**src/rtl/hazard_pkg.sv**
```systemverilog
// Shared types for the decode-stage hazard sequencer: FSM states and
// load scoreboard entry layout.
package hazard_pkg;

    localparam int REG_AW_DEF = 5;

    typedef enum logic [1:0] {
        RUN      = 2'd0,
        LU_STALL = 2'd1,
        FREEZE   = 2'd2
    } hz_state_e;

    // One in-flight load whose result is not yet visible to ID.
    typedef struct packed {
        logic                  valid;
        logic [REG_AW_DEF-1:0] rd;
    } sb_entry_t;

endpackage

```
**src/rtl/decode_hazard_ctrl_if.sv**
```systemverilog
// Decode-side bundle: decoded register fields and flags going into the
// hazard sequencer, pipeline control coming back out.
interface decode_hazard_ctrl_if #(
    parameter int REG_AW = 5
);
    logic              id_valid;
    logic [REG_AW-1:0] id_rs1;
    logic [REG_AW-1:0] id_rs2;
    logic              id_use_rs1;
    logic              id_use_rs2;
    logic [REG_AW-1:0] id_rd;
    logic              id_we;
    logic              id_is_load;
    logic              ex_redirect;
    logic              mem_ready;
    logic              pc_stall;
    logic              ifid_stall;
    logic              idex_bubble;
    logic              ifid_flush;
    logic              idex_flush;
    logic              pipe_freeze;
    logic [1:0]        hz_state;

    modport master (
        output id_valid, id_rs1, id_rs2, id_use_rs1, id_use_rs2, id_rd,
               id_we, id_is_load, ex_redirect, mem_ready,
        input  pc_stall, ifid_stall, idex_bubble, ifid_flush, idex_flush,
               pipe_freeze, hz_state
    );

    modport slave (
        input  id_valid, id_rs1, id_rs2, id_use_rs1, id_use_rs2, id_rd,
               id_we, id_is_load, ex_redirect, mem_ready,
        output pc_stall, ifid_stall, idex_bubble, ifid_flush, idex_flush,
               pipe_freeze, hz_state
    );
endinterface

```
**src/rtl/load_scoreboard.sv**
```systemverilog
// Shift register of recently issued loads plus a parallel compare against
// the ID source operands. Entry k holds a load issued k+1 cycles ago.
module load_scoreboard
    import hazard_pkg::*;
#(
    parameter int DEPTH  = 1,
    parameter int REG_AW = REG_AW_DEF
) (
    input  logic              clk,
    input  logic              reset,
    input  logic              shift_en,
    input  logic              push,
    input  logic [REG_AW-1:0] push_rd,
    input  logic              id_valid,
    input  logic [REG_AW-1:0] rs1,
    input  logic [REG_AW-1:0] rs2,
    input  logic              use_rs1,
    input  logic              use_rs2,
    output logic              hazard
);
    sb_entry_t [DEPTH-1:0] sb;

    // Age loads by one slot each live cycle; x0 never creates a dependency.
    always_ff @(posedge clk or posedge reset) begin
        if (reset) begin
            sb <= '0;
        end else if (shift_en) begin
            sb[0].valid <= push && (push_rd != '0);
            sb[0].rd    <= REG_AW_DEF'(push_rd);
            for (int k = 1; k < DEPTH; k++)
                sb[k] <= sb[k-1];
        end
    end

    // Any live entry matching a source operand that is actually read.
    always_comb begin
        hazard = 1'b0;
        for (int k = 0; k < DEPTH; k++) begin
            if (sb[k].valid &&
                ((use_rs1 && sb[k].rd == REG_AW_DEF'(rs1)) ||
                 (use_rs2 && sb[k].rd == REG_AW_DEF'(rs2))))
                hazard = id_valid;
        end
    end
endmodule

```
**src/rtl/decode_hazard_ctrl.sv**
```systemverilog
// Decode-stage pipeline sequencer: load-use stall, redirect flush and
// memory-wait freeze for PC, IF/ID and ID/EX.
// Optional feature macro: HAZARD_PERF_CNT_EN adds stall/flush counters.
module decode_hazard_ctrl
    import hazard_pkg::*;
#(
    parameter int LOAD_USE_CYCLES = 1,
    parameter int REG_AW          = REG_AW_DEF
) (
    input  logic                 clk,
    input  logic                 reset,
    decode_hazard_ctrl_if.slave  bus
`ifdef HAZARD_PERF_CNT_EN
    ,
    output logic [31:0]          stall_cnt,
    output logic [31:0]          flush_cnt
`endif
);
    hz_state_e state;
    logic      hazard, freeze, redirect, hz_act, advance;

    // Priority: memory wait beats redirect beats load-use.
    assign freeze   = !bus.mem_ready;
    assign redirect = bus.ex_redirect && !freeze;
    assign hz_act   = hazard && !freeze && !bus.ex_redirect;
    assign advance  = bus.id_valid && !freeze && !bus.ex_redirect && !hazard;

    load_scoreboard #(
        .DEPTH  (LOAD_USE_CYCLES),
        .REG_AW (REG_AW)
    ) u_sb (
        .clk      (clk),
        .reset    (reset),
        .shift_en (!freeze),
        .push     (advance && bus.id_is_load && bus.id_we),
        .push_rd  (bus.id_rd),
        .id_valid (bus.id_valid),
        .rs1      (bus.id_rs1),
        .rs2      (bus.id_rs2),
        .use_rs1  (bus.id_use_rs1),
        .use_rs2  (bus.id_use_rs2),
        .hazard   (hazard)
    );

    // Controls are combinational; gating with reset makes them drop at once.
    assign bus.pipe_freeze = !reset && freeze;
    assign bus.pc_stall    = !reset && (freeze || hz_act);
    assign bus.ifid_stall  = !reset && (freeze || hz_act);
    assign bus.idex_bubble = !reset && hz_act;
    assign bus.ifid_flush  = !reset && redirect;
    assign bus.idex_flush  = !reset && redirect;
    assign bus.hz_state    = state;

    // Debug state tracks which condition won in the previous cycle.
    always_ff @(posedge clk or posedge reset) begin
        if (reset)                state <= RUN;
        else if (freeze)          state <= FREEZE;
        else if (bus.ex_redirect) state <= RUN;
        else if (hazard)          state <= LU_STALL;
        else                      state <= RUN;
    end

`ifdef HAZARD_PERF_CNT_EN
    // Free-running event counters, wrapping naturally at 2^32.
    always_ff @(posedge clk or posedge reset) begin
        if (reset) begin
            stall_cnt <= '0;
            flush_cnt <= '0;
        end else begin
            if (hz_act)   stall_cnt <= stall_cnt + 32'd1;
            if (redirect) flush_cnt <= flush_cnt + 32'd1;
        end
    end
`endif
endmodule

```
**src/flat_wrapper.sv**
```systemverilog
// flat-port wrapper written by rule: the top's interface ports become plain ports
module decode_hazard_ctrl_flat import hazard_pkg::*;
#(
    parameter int LOAD_USE_CYCLES = 1,
    parameter int REG_AW          = REG_AW_DEF
)
  (clk, reset, bus_id_valid, bus_id_rs1, bus_id_rs2, bus_id_use_rs1, bus_id_use_rs2, bus_id_rd, bus_id_we, bus_id_is_load, bus_ex_redirect, bus_mem_ready, bus_pc_stall, bus_ifid_stall, bus_idex_bubble, bus_ifid_flush, bus_idex_flush, bus_pipe_freeze, bus_hz_state);
  decode_hazard_ctrl_if #(.REG_AW(REG_AW)) bus_i ();
  input  logic clk;
  input  logic reset;
  input wire logic [$bits(bus_i.id_valid)-1:0] bus_id_valid;
  input wire logic [$bits(bus_i.id_rs1)-1:0] bus_id_rs1;
  input wire logic [$bits(bus_i.id_rs2)-1:0] bus_id_rs2;
  input wire logic [$bits(bus_i.id_use_rs1)-1:0] bus_id_use_rs1;
  input wire logic [$bits(bus_i.id_use_rs2)-1:0] bus_id_use_rs2;
  input wire logic [$bits(bus_i.id_rd)-1:0] bus_id_rd;
  input wire logic [$bits(bus_i.id_we)-1:0] bus_id_we;
  input wire logic [$bits(bus_i.id_is_load)-1:0] bus_id_is_load;
  input wire logic [$bits(bus_i.ex_redirect)-1:0] bus_ex_redirect;
  input wire logic [$bits(bus_i.mem_ready)-1:0] bus_mem_ready;
  output wire logic [$bits(bus_i.pc_stall)-1:0] bus_pc_stall;
  output wire logic [$bits(bus_i.ifid_stall)-1:0] bus_ifid_stall;
  output wire logic [$bits(bus_i.idex_bubble)-1:0] bus_idex_bubble;
  output wire logic [$bits(bus_i.ifid_flush)-1:0] bus_ifid_flush;
  output wire logic [$bits(bus_i.idex_flush)-1:0] bus_idex_flush;
  output wire logic [$bits(bus_i.pipe_freeze)-1:0] bus_pipe_freeze;
  output wire logic [$bits(bus_i.hz_state)-1:0] bus_hz_state;
  assign bus_i.id_valid = bus_id_valid;
  assign bus_i.id_rs1 = bus_id_rs1;
  assign bus_i.id_rs2 = bus_id_rs2;
  assign bus_i.id_use_rs1 = bus_id_use_rs1;
  assign bus_i.id_use_rs2 = bus_id_use_rs2;
  assign bus_i.id_rd = bus_id_rd;
  assign bus_i.id_we = bus_id_we;
  assign bus_i.id_is_load = bus_id_is_load;
  assign bus_i.ex_redirect = bus_ex_redirect;
  assign bus_i.mem_ready = bus_mem_ready;
  assign bus_pc_stall = bus_i.pc_stall;
  assign bus_ifid_stall = bus_i.ifid_stall;
  assign bus_idex_bubble = bus_i.idex_bubble;
  assign bus_ifid_flush = bus_i.ifid_flush;
  assign bus_idex_flush = bus_i.idex_flush;
  assign bus_pipe_freeze = bus_i.pipe_freeze;
  assign bus_hz_state = bus_i.hz_state;
  decode_hazard_ctrl #(.LOAD_USE_CYCLES(LOAD_USE_CYCLES), .REG_AW(REG_AW)) u_core (.clk(clk), .reset(reset), .bus(bus_i));
endmodule
```
**config.mk**
```make
export PLATFORM = sky130hd
export DESIGN_NAME = decode_hazard_ctrl_flat
export DESIGN_NICKNAME = d
export VERILOG_FILES = /design/src/rtl/hazard_pkg.sv /design/src/rtl/decode_hazard_ctrl_if.sv /design/src/rtl/load_scoreboard.sv /design/src/rtl/decode_hazard_ctrl.sv /design/src/flat_wrapper.sv
export SDC_FILE = /design/constraint.sdc
export NUM_CORES = 1
export LEC_CHECK = 0
export ABC_AREA = 0
export BUFFER_PORTS_ARGS = -buffer_cell sky130_fd_sc_hd__buf_2
export CAP_MARGIN = 0
export CORE_AREA = 2 2 39 41
export CTS_BUF_LIST = sky130_fd_sc_hd__clkbuf_8
export DETAILED_ROUTE_END_ITERATION = 8
export DIE_AREA = 0 0 41 43
export PLACE_DENSITY_LB_ADDON = 0.2
export SYNTH_ARGS = -nofsm -noshare
export SYNTH_HDL_FRONTEND = slang
export SYNTH_SLANG_ARGS = --single-unit
export TNS_END_PERCENT = 30
```
**constraint.sdc**
```tcl
create_clock -name clk -period 1.2 [get_ports clk]
set_input_delay 0 -clock clk [delete_from_list [all_inputs] [get_ports clk]]
set_output_delay 0 -clock clk [all_outputs]
set_load 0.01 [all_outputs]
```
==> results_dict.tcl <==
set metrics [dict create \
    dpl.hpwl_microns 866 \
    routed_wl_microns 1060 \
    period_share 1.21 \
    synthTopCellsByArea "dfrtp_1 (42%), xnor2_1 (18%), mux2_2 (12%)" \
    hold_violations 0 \
    track_usage 0.148 \
    worstPathRequired_ps 1200 \
    drive_above_1_share 0.544 \
    antenna_found_initial 0 \
    area_delta_synth_final_pct 46.5 \
    drc 0 \
    cp.arrival_ps 1450 \
    die_y_microns 43 \
    synthFlopType "dfrtp_1" \
    powerDensity_nw_per_um2 1140 \
    met3_usage 0.0471 \
    cts_max_path_buffers 2 \
    syn_nets 70 \
    synth_edf_count 0 \
    max_freq_mhz 690 \
    clk_latency_ps 230 \
    routed_via_density 4.72 \
    port_buffers 31 \
    die_area_sq_um 1760 \
    yosysWarnings 0 \
    ant_nets 0 \
    netlist_area_sq_um 477 \
    grt_first_pass_wirelength_microns 1600 \
    diodes 0 \
    grt_max_degree 11 \
    async_reset_ff_frac 1.00 \
    grt_remaining_overflow 0 \
    rrSetupSlack_ps -60 \
    grt_util_met1 0.144 \
    via_count 448 \
    outcome "finished, violations left" \
    rsz0062_at_grt "true" \
    yosysTopAreaCellShare 0.420 \
    violations "negative setup slack" \
    ys_seq_area_frac 0.420 \
    worstMarginPinSlew_ps 199 \
    instances_no_fill 95 \
    layout.nets 105 \
    maxCapViolations 0 \
    min_period_ps 1450 \
    initial_core_util 0.344 \
    cp_top_family "flip-flops" \
    synth_area_leader_cell "dfrtp_1" \
    cts_tree "done" \
    synth_cell_types 18 \
    fp.dieW_microns 41 \
    first_pass_iters 4 \
    cp-end-kind "primary output" \
    worst_clock_skew_ps 2.12 \
    place_ws_ps -55.8 \
    yosysMostFrequentCell "xnor2_1" \
    core_sq_um 1380 \
    clkSinkCount 8 \
    slowest_stage "dfrtp_1" \
    grtUsageMet2 0.219 \
    drv_slew 0 \
    hold_slack_ps 17.0 \
    hp-class "input pin to flop" \
    path_clk_slew_ps 40 \
    std_cell_rows 14 \
    finalWorstSetupSlack_ps -249 \
    worstPathCellList "xnor2_1 > nand4_1 > o22a_2 > o22ai_2 > buf_2" \
    power_uw 793 \
    grt_pass1_vias 425 \
    maxSlewHeadroom 0.867 \
    slowest_delay_ps 410 \
    cts_buffers 3 \
    ys_seq_elements 8 \
    cts-root-buf "clkbuf_8" \
    wl_per_cell_microns 11.2 \
    ir_drop_mv 0.788 \
    path_buf_inv 1 \
    synth_commonest_cells "xnor2_1 (10), dfrtp_1 (8), mux2_2 (5), nor2_1 (4)" \
    worstSetupPathType "flop to primary output" \
    finalSetupViolCount 4 \
    drt_iter0_drc 4 \
    gp_congestion 0.705 \
    synth.avg_cell_area_sq_um 10.4 \
    grt_busiest_layer "met2" \
    cp-start-kind "flop" \
    numPlacedInstances 91 \
    io_pins 32 \
    h-tree-depth 1 \
    total_leakage_power_nw 0.337 \
    crit_fanout 4 \
    syn_inst 46 \
]
[layout make-up]
class | count | area [sq um]
repair buffers | 33 | 173
clock buffers | 3 | 41.3
multi-input cells | 33 | 256
well taps | 16 | 20.0
inverters | 2 | 7.51
fillers | 140 | 686
flip-flops and latches | 8 | 200
[sequential cells by signal (all words and copies together) (netlist names)]
register             cells
u_core.bus.hz_state      2
u_core.u_sb.sb           6
[power breakdown]
group | switching, mW | internal (mW) | leakage (nW)
sequential | 0.0203 | 0.291 | 0.0978
clock | 0.109 | 0.217 | 0.0216
combinational | 0.0622 | 0.0932 | 0.217
[cell usage in the layout, fill, tap and decap left out, types with 2 or more instances in the layout]
| cell | n |
|---|---|
| nand4_1 | 2 |
| nand2_1 | 2 |
| buf_2 | 31 |
| nand3_1 | 2 |
| dfrtp_1 | 8 |
| mux2_2 | 5 |
| nor2_1 | 4 |
| xnor2_1 | 10 |
| inv_1 | 2 |
| clkbuf_8 | 3 |
[worst reg2reg max path: cells and delay by family (launching register included)]
kind	cells	cell delay, ps
AND/OR/NAND/NOR	1	100
XOR/XNOR	1	170
AO/OA/AOI/OAI	2	470
flip-flops	1	410
[stage by stage]
stage,utilization,cell area (sq um),TNS [ps]
2_1_floorplan,-,483,0
5_1_grt,0.505,698,-1230
6_report,0.505,698,-798
3_3_place_gp,0.467,646,-109
3_5_place_dp,0.467,646,-129
4_1_cts,0.504,697,-941
[worst paths after layout]
kind / startpoint / end / depth (start not counted)
min reg2reg: u_core.u_sb.sb[5] / u_core.u_sb.sb[5] / 1
min: bus_id_rd[1] / u_core.u_sb.sb[1] / 2
max reg2reg: u_core.u_sb.sb[4] / u_core.u_sb.sb[5] / 4
max in group asynchronous: reset / u_core.bus.hz_state[0] / 4
max: u_core.u_sb.sb[4] / bus_ifid_stall / 5
min in group asynchronous: reset / u_core.u_sb.sb[0] / 4
[kinds of logic after synthesis]
logic type,share of synthesized area
xor+xnor,0.184
mux,0.118
compound gates,0.0656
flops,0.420
buf+inv,0.0577
simple gates,0.155
[layer usage]
metal / share of wire / up-vias / wire (microns)
li1: - / 223 / -
met1: 0.41 / 200 / 433
met2: 0.48 / 21 / 507
met3: 0.070 / 4 / 74
met4: 0.045 / 0 / 48
met5: 0 / - / 0
[what timing repair did]
item,4_1_cts,5_1_grt
setup endpoints to repair,4,5
resized for setup,0,1
setup buffers,0,0
hold endpoints to repair,8,0
hold buffers,1,0
pin swaps,4,1
cloned,0,0
(Power assumes the default switching activity.)
